<file path="src/rtl/mod_cntr_ctrl_pkg.sv">
// Shared types and default constants for the programmable modulo counter controller.
package mod_cntr_ctrl_pkg;

    localparam int unsigned DEF_N       = 10;
    localparam int unsigned DEF_MODULUS = 10;
    localparam int unsigned DEF_WRAP_W  = 8;

    typedef enum logic [1:0] {
        ST_IDLE = 2'b00,
        ST_RUN  = 2'b01,
        ST_DONE = 2'b10
    } state_e;

    typedef enum logic {
        MODE_PERIODIC = 1'b0,
        MODE_ONESHOT  = 1'b1
    } mode_e;

endpackage

</file>
<file path="src/rtl/mod_cntr_core.sv">
// N-bit modulo counter datapath: clear has priority, inc advances and wraps at mod-1.
module mod_cntr_core #(
    parameter int N = 10
) (
    input  logic         clk,
    input  logic         rst,
    input  logic         clear,
    input  logic         inc,
    input  logic [N-1:0] mod,
    output logic [N-1:0] cnt,
    output logic         at_last
);

    localparam logic [N-1:0] ONE = {{(N-1){1'b0}}, 1'b1};

    logic [N-1:0] cnt_r;
    logic [N-1:0] last_s;

    assign last_s  = mod - ONE;
    assign at_last = (cnt_r == last_s);
    assign cnt     = cnt_r;

    // Count register
    always_ff @(posedge clk or negedge rst) begin
        if (!rst) begin
            cnt_r <= '0;
        end else if (clear) begin
            cnt_r <= '0;
        end else if (inc) begin
            cnt_r <= at_last ? '0 : (cnt_r + ONE);
        end else begin
            cnt_r <= cnt_r;
        end
    end

endmodule

</file>
<file path="src/rtl/mod_cntr_ctrl.sv">
// Run-time controller for a programmable modulo counter: config handshake, start/stop
// sequencing, terminal-count pulse, saturating period count and done status.
module mod_cntr_ctrl
    import mod_cntr_ctrl_pkg::*;
#(
    parameter int N       = DEF_N,
    parameter int DEF_MOD = DEF_MODULUS,
    parameter int WRAP_W  = DEF_WRAP_W
) (
    input  logic              clk,
    input  logic              rst,
    input  logic              cfg_valid,
    output logic              cfg_ready,
    input  logic [N-1:0]      cfg_mod,
    input  logic              cfg_oneshot,
    output logic              cfg_err,
    input  logic              start,
    input  logic              stop,
    input  logic              en,
    output logic [N-1:0]      cnt,
    output logic              tc,
    output logic [WRAP_W-1:0] wraps,
    output logic              busy,
    output logic              done
);

    state_e              state_r;
    state_e              state_s;
    logic [N-1:0]        mod_r;
    mode_e               mode_r;
    // The run keeps its own copy so a handshake coinciding with start only affects the next run.
    logic [N-1:0]        run_mod_r;
    mode_e               run_mode_r;
    logic                tc_r;
    logic                cfg_err_r;
    logic                busy_r;
    logic                done_r;
    logic [WRAP_W-1:0]   wraps_r;
    logic                hs_s;
    logic                clear_s;
    logic                inc_s;
    logic                wrap_s;
    logic                launch_s;
    logic                at_last_s;

    function automatic logic [WRAP_W-1:0] sat_inc(input logic [WRAP_W-1:0] v);
        if (v == {WRAP_W{1'b1}}) begin
            return v;
        end else begin
            return v + {{(WRAP_W-1){1'b0}}, 1'b1};
        end
    endfunction

    assign cfg_ready = (state_r != ST_RUN);
    assign hs_s      = cfg_valid & cfg_ready;
    assign cfg_err   = cfg_err_r;
    assign tc        = tc_r;
    assign wraps     = wraps_r;
    assign busy      = busy_r;
    assign done      = done_r;

    mod_cntr_core #(.N(N)) u_core (
        .clk     (clk),
        .rst     (rst),
        .clear   (clear_s),
        .inc     (inc_s),
        .mod     (run_mod_r),
        .cnt     (cnt),
        .at_last (at_last_s)
    );

    // FSM state register
    always_ff @(posedge clk or negedge rst) begin
        if (!rst) begin
            state_r <= ST_IDLE;
        end else begin
            state_r <= state_s;
        end
    end

    // Next-state and counter control; stop outranks both start and terminal count
    always_comb begin
        state_s  = state_r;
        clear_s  = 1'b0;
        inc_s    = 1'b0;
        wrap_s   = 1'b0;
        launch_s = 1'b0;
        case (state_r)
            ST_RUN: begin
                if (stop) begin
                    state_s = ST_IDLE;
                    clear_s = 1'b1;
                end else if (en) begin
                    inc_s = 1'b1;
                    if (at_last_s) begin
                        wrap_s = 1'b1;
                        if (run_mode_r == MODE_ONESHOT) begin
                            state_s = ST_DONE;
                        end else begin
                            state_s = ST_RUN;
                        end
                    end else begin
                        state_s = ST_RUN;
                    end
                end else begin
                    state_s = ST_RUN;
                end
            end
            ST_IDLE, ST_DONE: begin
                if (stop) begin
                    state_s = ST_IDLE;
                end else if (start) begin
                    state_s  = ST_RUN;
                    clear_s  = 1'b1;
                    launch_s = 1'b1;
                end else begin
                    state_s = state_r;
                end
            end
            default: begin
                state_s = ST_IDLE;
                clear_s = 1'b1;
            end
        endcase
    end

    // Configuration registers and run snapshot
    always_ff @(posedge clk or negedge rst) begin
        if (!rst) begin
            mod_r      <= N'(DEF_MOD);
            mode_r     <= MODE_PERIODIC;
            run_mod_r  <= N'(DEF_MOD);
            run_mode_r <= MODE_PERIODIC;
            cfg_err_r  <= 1'b0;
        end else begin
            if (hs_s && (cfg_mod != {N{1'b0}})) begin
                mod_r  <= cfg_mod;
                mode_r <= mode_e'(cfg_oneshot);
            end else begin
                mod_r  <= mod_r;
                mode_r <= mode_r;
            end
            if (launch_s) begin
                run_mod_r  <= mod_r;
                run_mode_r <= mode_r;
            end else begin
                run_mod_r  <= run_mod_r;
                run_mode_r <= run_mode_r;
            end
            cfg_err_r <= hs_s && (cfg_mod == {N{1'b0}});
        end
    end

    // Status outputs: tc pulse, period count, busy/done
    always_ff @(posedge clk or negedge rst) begin
        if (!rst) begin
            tc_r    <= 1'b0;
            wraps_r <= {WRAP_W{1'b0}};
            busy_r  <= 1'b0;
            done_r  <= 1'b0;
        end else begin
            tc_r <= wrap_s;
            if (launch_s) begin
                wraps_r <= {WRAP_W{1'b0}};
            end else if (wrap_s) begin
                wraps_r <= sat_inc(wraps_r);
            end else begin
                wraps_r <= wraps_r;
            end
            busy_r <= (state_s == ST_RUN);
            done_r <= (state_s == ST_DONE);
        end
    end

endmodule

</file>
<file path="config.mk">
export PLATFORM = sky130hd
export DESIGN_NAME = mod_cntr_ctrl
export DESIGN_NICKNAME = d
export VERILOG_FILES = /design/src/rtl/mod_cntr_ctrl_pkg.sv /design/src/rtl/mod_cntr_core.sv /design/src/rtl/mod_cntr_ctrl.sv
export SDC_FILE = /design/constraint.sdc
export NUM_CORES = 1
export LEC_CHECK = 0
export ABC_AREA = 1
export CAP_MARGIN = 40
export CORE_MARGIN = 2
export CORE_UTILIZATION = 39
export DETAILED_ROUTE_END_ITERATION = 8
export MAX_ROUTING_LAYER = met4
export PLACE_DENSITY = 0.72
export SLEW_MARGIN = 5
export SYNTH_ARGS = -nofsm -noshare
export SYNTH_HDL_FRONTEND = slang
export SYNTH_SLANG_ARGS = --single-unit
</file>
<file path="constraint.sdc">
create_clock -name clk -period 3.6 [get_ports clk]
set_input_delay 0.54 -clock clk [delete_from_list [all_inputs] [get_ports clk]]
set_output_delay 0.54 -clock clk [all_outputs]
set_load 0.02 [all_outputs]
</file>
## Word-level counts from Yosys, hierarchy flattened

Cells that the tools add are included.

| word-level totals | value |
|---|---|
| output and inout bits | 23 |
| bits in registers | 46 |
| word-level logic and storage cells | 57 |
| input port bits | 17 |

| cells by class | value |
|---|---|
| mux-type cells | 25 |
| bitwise logic cells | 1 |
| equal/unequal tests | 8 |
| add/subtract/negate cells | 3 |
| reductions and logical operators | 9 |

Operators by type and width:

| operator | count |
|---|---|
| two-way mux 10 bit | 3 |
| two-way mux 8 bit | 3 |
| two-way mux 2 bit | 6 |
| two-way mux 1 bit | 11 |
| adder 10 x 1 -> 10 bit, second input constant | 1 |
| == test 10 bit | 1 |
| logical NOT 10 bit | 1 |
| nonzero test 10 bit | 1 |
| subtractor 10 x 1 -> 10 bit, second input constant | 1 |
| adder 8 x 1 -> 8 bit, second input constant | 1 |
| == test 8 bit, second input constant | 1 |
| == test 2 x 1 -> 1 bit, second input constant | 2 |
| == test 2 bit, second input constant | 2 |
| one-hot mux 2 bit (2 select lines) | 1 |
| nonzero test 2 bit | 2 |
| logical AND 1 bit | 2 |
| logical NOT 2 bit | 1 |
| != test 2 x 1 -> 1 bit, second input constant | 1 |
| != test 2 bit, second input constant | 1 |
| one-hot mux 1 bit (2 select lines) | 1 |
| AND reduction 2 bit | 1 |
| OR reduction 2 bit | 1 |
| bitwise AND 1 bit | 1 |

## Longest topological paths before layout

| depth | value |
|---|---|
| word-level depth | 8 |
| gate-level depth with buffers | 14 |
| gate-level depth less buffers | 14 |

## Cells and area by module

A second synthesis with hierarchy kept.

| second synthesis, totals | value |
|---|---|
| cell total of the unflattened synthesis | 342 |
| area, all modules | 2661.3 um^2 |

Modules (own cells, without submodules):

| module | area an instance (um^2) | cells an instance | times used | seq. area each (um^2) |
|---|---|---|---|---|
| mod_cntr_ctrl | 1620.3 | 172 | 1 | 905.9 |
| mod_cntr_core | 1041.0 | 170 | 1 | 250.2 |

## Worst setup path before layout

No wires, ideal clock.

| path | value |
|---|---|
| path kind | reg2reg |
| start | reg run_mod_r[1] |
| end | reg wraps_r[0] (netlist: wraps[0]) |
| cell stages (with the launch flop) | 15 |
| data required time | 3.534 ns |
| library setup time | 0.066 ns |
| clock period less this slack | 1.902 ns |
| buffers on the path | 0 |
| setup slack | 1.698 ns |
| arrival | 1.836 ns |
| path through | dfstp_2 -> inv_1 -> ha_1 -> inv_1 -> nand2_1 -> nand2_1 -> nor2_1 -> nand2_1 -> nor2_1 -> nand2_1 -> nor3_4 -> nand4_4 -> nand2_4 -> nand2_1 -> nand2_1 |

| on the way | value |
|---|---|
| word-level cells in the longest chain between the ends | 8 |

Ends and longest elaborated chain:

| element | line | RTL |
|---|---|---|
| from (decl) | mod_cntr_ctrl.sv:32 | `logic [N-1:0] run_mod_r;` |
| from (signal assigned) | mod_cntr_ctrl.sv:132 | `run_mod_r <= N'(DEF_MOD);` |
| from (signal assigned) | mod_cntr_ctrl.sv:144 | `run_mod_r <= mod_r;` |
| from (signal assigned) | mod_cntr_ctrl.sv:147 | `run_mod_r <= run_mod_r;` |
| subtractor 10 x 1 -> 10 bit | mod_cntr_core.sv:19 | `assign last_s = mod - ONE;` |
| == test 10 bit | mod_cntr_core.sv:20 | `assign at_last = (cnt_r == last_s);` |
| two-way mux 1 bit | mod_cntr_ctrl.sv:95 | `if (at_last_s) begin` |
| two-way mux 1 bit | mod_cntr_ctrl.sv:93 | `end else if (en) begin` |
| two-way mux 1 bit | mod_cntr_ctrl.sv:90 | `if (stop) begin` |
| two-way mux 1 bit | mod_cntr_ctrl.sv:88 | `case (state_r)` |
| nonzero test 2 bit (no line) | -- |  |
| AND reduction 2 bit (no line) | -- |  |
| to (signal assigned) | mod_cntr_ctrl.sv:158 | `wraps_r <= {WRAP_W{1'b0}};` |
| to (signal assigned) | mod_cntr_ctrl.sv:164 | `wraps_r <= {WRAP_W{1'b0}};` |
| to (signal assigned) | mod_cntr_ctrl.sv:166 | `wraps_r <= sat_inc(wraps_r);` |
| to (decl) | mod_cntr_ctrl.sv:38 | `logic [WRAP_W-1:0] wraps_r;` |

No other way between the ends.
A chain may end at the register's enable or synchronous reset.

## Final worst setup path

| path | value |
|---|---|
| start | reg run_mod_r[0] |
| end | reg u_core.cnt_r[4] (netlist: u_core.cnt[4]) |

| on the way | value |
|---|---|
| word-level cells in the longest chain between the ends | 5 |

Ends and longest elaborated chain:

| element | line | RTL |
|---|---|---|
| subtractor 10 x 1 -> 10 bit | mod_cntr_core.sv:19 |  |
| == test 10 bit | mod_cntr_core.sv:20 |  |
| two-way mux 10 bit | mod_cntr_core.sv:30 | `cnt_r <= at_last ? '0 : (cnt_r + ONE);` |
| two-way mux 10 bit | mod_cntr_core.sv:29 | `end else if (inc) begin` |
| two-way mux 10 bit | mod_cntr_core.sv:27 | `end else if (clear) begin` |
| to (signal assigned) | mod_cntr_core.sv:30 |  |
| to (signal assigned) | mod_cntr_core.sv:32 | `cnt_r <= cnt_r;` |
| to (decl) | mod_cntr_core.sv:16 | `logic [N-1:0] cnt_r;` |

No other way between the ends. The select of a mux whose other input is x is not followed.

==> flow_summary_export.csv <==
group,metric,value,unit
timing,fin_setup_tns,0,ns
power,power_density,475,mW/mm^2
drt,dr.pass1.iters,4,
timing,min_period_over_period,0.618,
global_routing,grt_pass1_vias,2181,
yosys,syn_avg_cell_area,7.72,um^2
worst_setup_path,cp_common_cell,"nand2_1",
clocking,htreeDepth,2,
drt,drc,0,
drt,ant_nets,0,
worst_setup_path,crit_fanout,7,
timing,fmax,449,MHz
worst_setup_path,worstSetupPathType,"flop to flop",
run_status,status,"finished, final reports clean",
yosys,syn_inst,334,
worst_setup_path,crit_path_max_incr_delay,0.38,ns
yosys,synth_nets,354,
worst_setup_path,start_kind,"flop",
floorplanning,die_h,85.3,um
yosys,yosysWarnings,0,
placed_design,place_ws,1.13,ns
global_routing,gr-total-overflow,0,
timing,layout_setup_ws,1.37,ns
worst_setup_path,cp-startpoint,"run_mod_r[0]",
drt,drt-met1-wl,2580,um
global_routing,grt_usage,0.172,
global_routing,antenna_found_initial,0,
placed_design,hpwl,4330,um
yosys,synth_cell_types,28,
drt,routedWlPerCell,12.2,um
worst_setup_path,crit_required,3.78,ns
timing,skew,0.00541,ns
drt,wl_met3,168,um
global_routing,grt_max_degree,32,
power,ir_drop,244,uV
timing,hold_violations,0,
timing,period_needed,2.23,ns
clocking,clk_pin_slew,0.09,ns
worst_setup_path,crit_chain,"inv_1 > ha_1 > inv_1 > nand2_1 > nand3_1 > nand2_1 > nand2_1 > nor2_1 > nand3_1 > nor2_1 > nand3_1 > nand2_1 > nor2_1",
worst_setup_path,worst_setup_path_end_kind,"flop",
worst_setup_path,worstPathArrival,2.41,ns
timing,tightest_slew,0.617,ns
placed_design,place_area,0.00307,mm^2
floorplanning,ios,40,
timing,rsz0062_at_grt,"false",
finish,postLayoutCellArea,0.00318,mm^2
timing,maxSlewViolCount,0,
finish,layout.nets,397,
yosys,async_flop_share,1.00,
floorplanning,die_x,85.3,um
global_routing,grt_pass1_wl,9770,um
clocking,clock_latency,0.30,ns
timing,finalHoldWorstSlack,0.150,ns
placed_design,io_buffers,39,
clocking,cts_hold_buf,0,
drt,vias_per_cell,4.98,
yosys,synth-main-ff-cell,"dfrtp_1",
placed_design,gp_congestion,0.935,
worst_hold_path,worst_hold_path_type,"primary input to asynchronous set/reset pin",
power,leakage,1.51,nW
worst_setup_path,critPathSlowestCell,"dfrtp_1",
yosys,synth_edf_count,0,
yosys,ys_seq_area_frac,0.448,
timing,slew_headroom,0.588,
clocking,cts_buffers,5,
timing,setup_viol,0,
clocking,cts.sinks,46,
finish,drive_gt1_frac,0.0952,
floorplanning,die-area,0.00728,mm^2
floorplanning,row_count,29,
drt,first_iter_violations,109,
clocking,root_buffer,"clkbuf_8",
floorplanning,start_util,0.404,
run,drv_cap,0,
floorplanning,coreArea,0.00639,mm^2
finish,diodes,0,
drt,routed-wl-met2,2740,um
drt,maxUsedRoutingLayer,"met4",
clocking,post_cts_buffers,0,
clocking,cts_max_path_buffers,2,
yosys,ys_ff_latch,46,
clocking,cts_resized,0,
drt,vias,2264,
drt,drt-total-wl,5570,um
worst_setup_path,reg2reg_from,"run_mod_r[0]",
yosys,synthesis.area,0.00258,mm^2
clocking,cts_tree,"done",
finish,syn_to_final_growth,23.2,%
## flip-flops by register name, indices dropped and copies added, names as in the netlist, 2 cells and up
signal and flops:
mod_r 10, run_mod_r 10, u_core.cnt 10, wraps 8, state_r 2
## worst max-delay path, delay by kind of cell, from the launching register on
family,cells,cell delay [ns]
AND/OR/NAND/NOR,10,1.09
flip-flops,1,0.38
adder cells (fa/ha/maj),1,0.34
buffers and inverters,2,0.30
## power by group
part	internal (mW)	leakage (nW)	total, mW	switching (mW)
sequential	0.594	0.583	0.667	0.0726
clock	0.208	0.0585	0.387	0.179
combinational	0.179	0.872	0.455	0.276
total	0.981	1.51	1.51	0.528
## area by class of cell
| type | count | area [um^2] |
|---|---|---|
| clock buffer | 5 | 68.8 |
| clock inverter | 3 | 43.8 |
| fill | 649 | 3210 |
| inverter | 44 | 165 |
| multi-input combinational | 240 | 1240 |
| sequential | 46 | 1160 |
| tap | 77 | 96.3 |
| timing repair buffer | 40 | 405 |
## per-stage QoR
step / instances / total power [mW] / utilization
after global placement: 446 / 1.11 / 0.477
after global routing: 455 / 1.61 / 0.498
final: 455 / 1.51 / 0.498
after floorplan: 334 / 0.988 / -
after detailed placement: 447 / 1.13 / 0.480
after CTS: 455 / 1.52 / 0.498
## layer usage
metal,vias to the layer above,track usage
met5,-,-
met4,0,0.0418
met3,9,0.0292
met2,39,0.290
met1,1062,0.215
li1,1154,-
## cell usage after synthesis (4+ instances only)
| cell type | count | area, um^2 |
|---|---|---|
| dfstp_2 | 4 | 105 |
| clkbuf_1 | 4 | 15.0 |
| inv_2 | 4 | 15.0 |
| nor3_1 | 6 | 30.0 |
| nand3_1 | 33 | 165 |
| nand4_1 | 6 | 37.5 |
| o21ai_0 | 19 | 95.1 |
| dfrtp_1 | 42 | 1050 |
| a21oi_1 | 8 | 40.0 |
| xor2_1 | 14 | 123 |
| inv_1 | 40 | 150 |
| nor2_1 | 36 | 135 |
| nand2_1 | 87 | 327 |
## path summary, 6_finish.rpt
check / end / slack, ns / cells after the start
min reg2reg: mod_r[5] / 0.49 / 2
max reg2reg: u_core.cnt[4] / 1.37 / 13
max: u_core.cnt[4] / 1.37 / 13
min: wraps[4] / 0.15 / 1
min in group clk: mod_r[5] / 0.49 / 2
max in group asynchronous: run_mod_r[1] / 2.89 / 2
## logic make-up (layout without fill, tap and decap cells)
family / after synthesis / count (layout) / share of synthesized area
multiplexers: 3 / 3 / 0.0131
AO/OA/AOI/OAI: 29 / 29 / 0.0573
flip-flops: 46 / 46 / 0.448
adder cells (fa/ha/maj): 3 / 3 / 0.0146
AND/OR/NAND/NOR: 188 / 188 / 0.339
buffers and inverters: 48 / 92 / 0.0699
XOR/XNOR: 17 / 17 / 0.0577
## layout by cell type, fill, tap and decap left out, drive strengths merged, types with 2 or more instances in the layout
cell type / count
a21oi: 8
buf: 2
clkbuf: 5
clkdlybuf4s50: 38
dfrtp: 42
dfstp: 4
ha: 3
inv: 45
mux2: 3
nand2: 92
nand3: 34
nand4: 7
nor2: 42
nor3: 7
nor4: 3
o21ai: 19
o22ai: 2
xnor2: 3
xor2: 14
(Power assumes the default switching activity.)
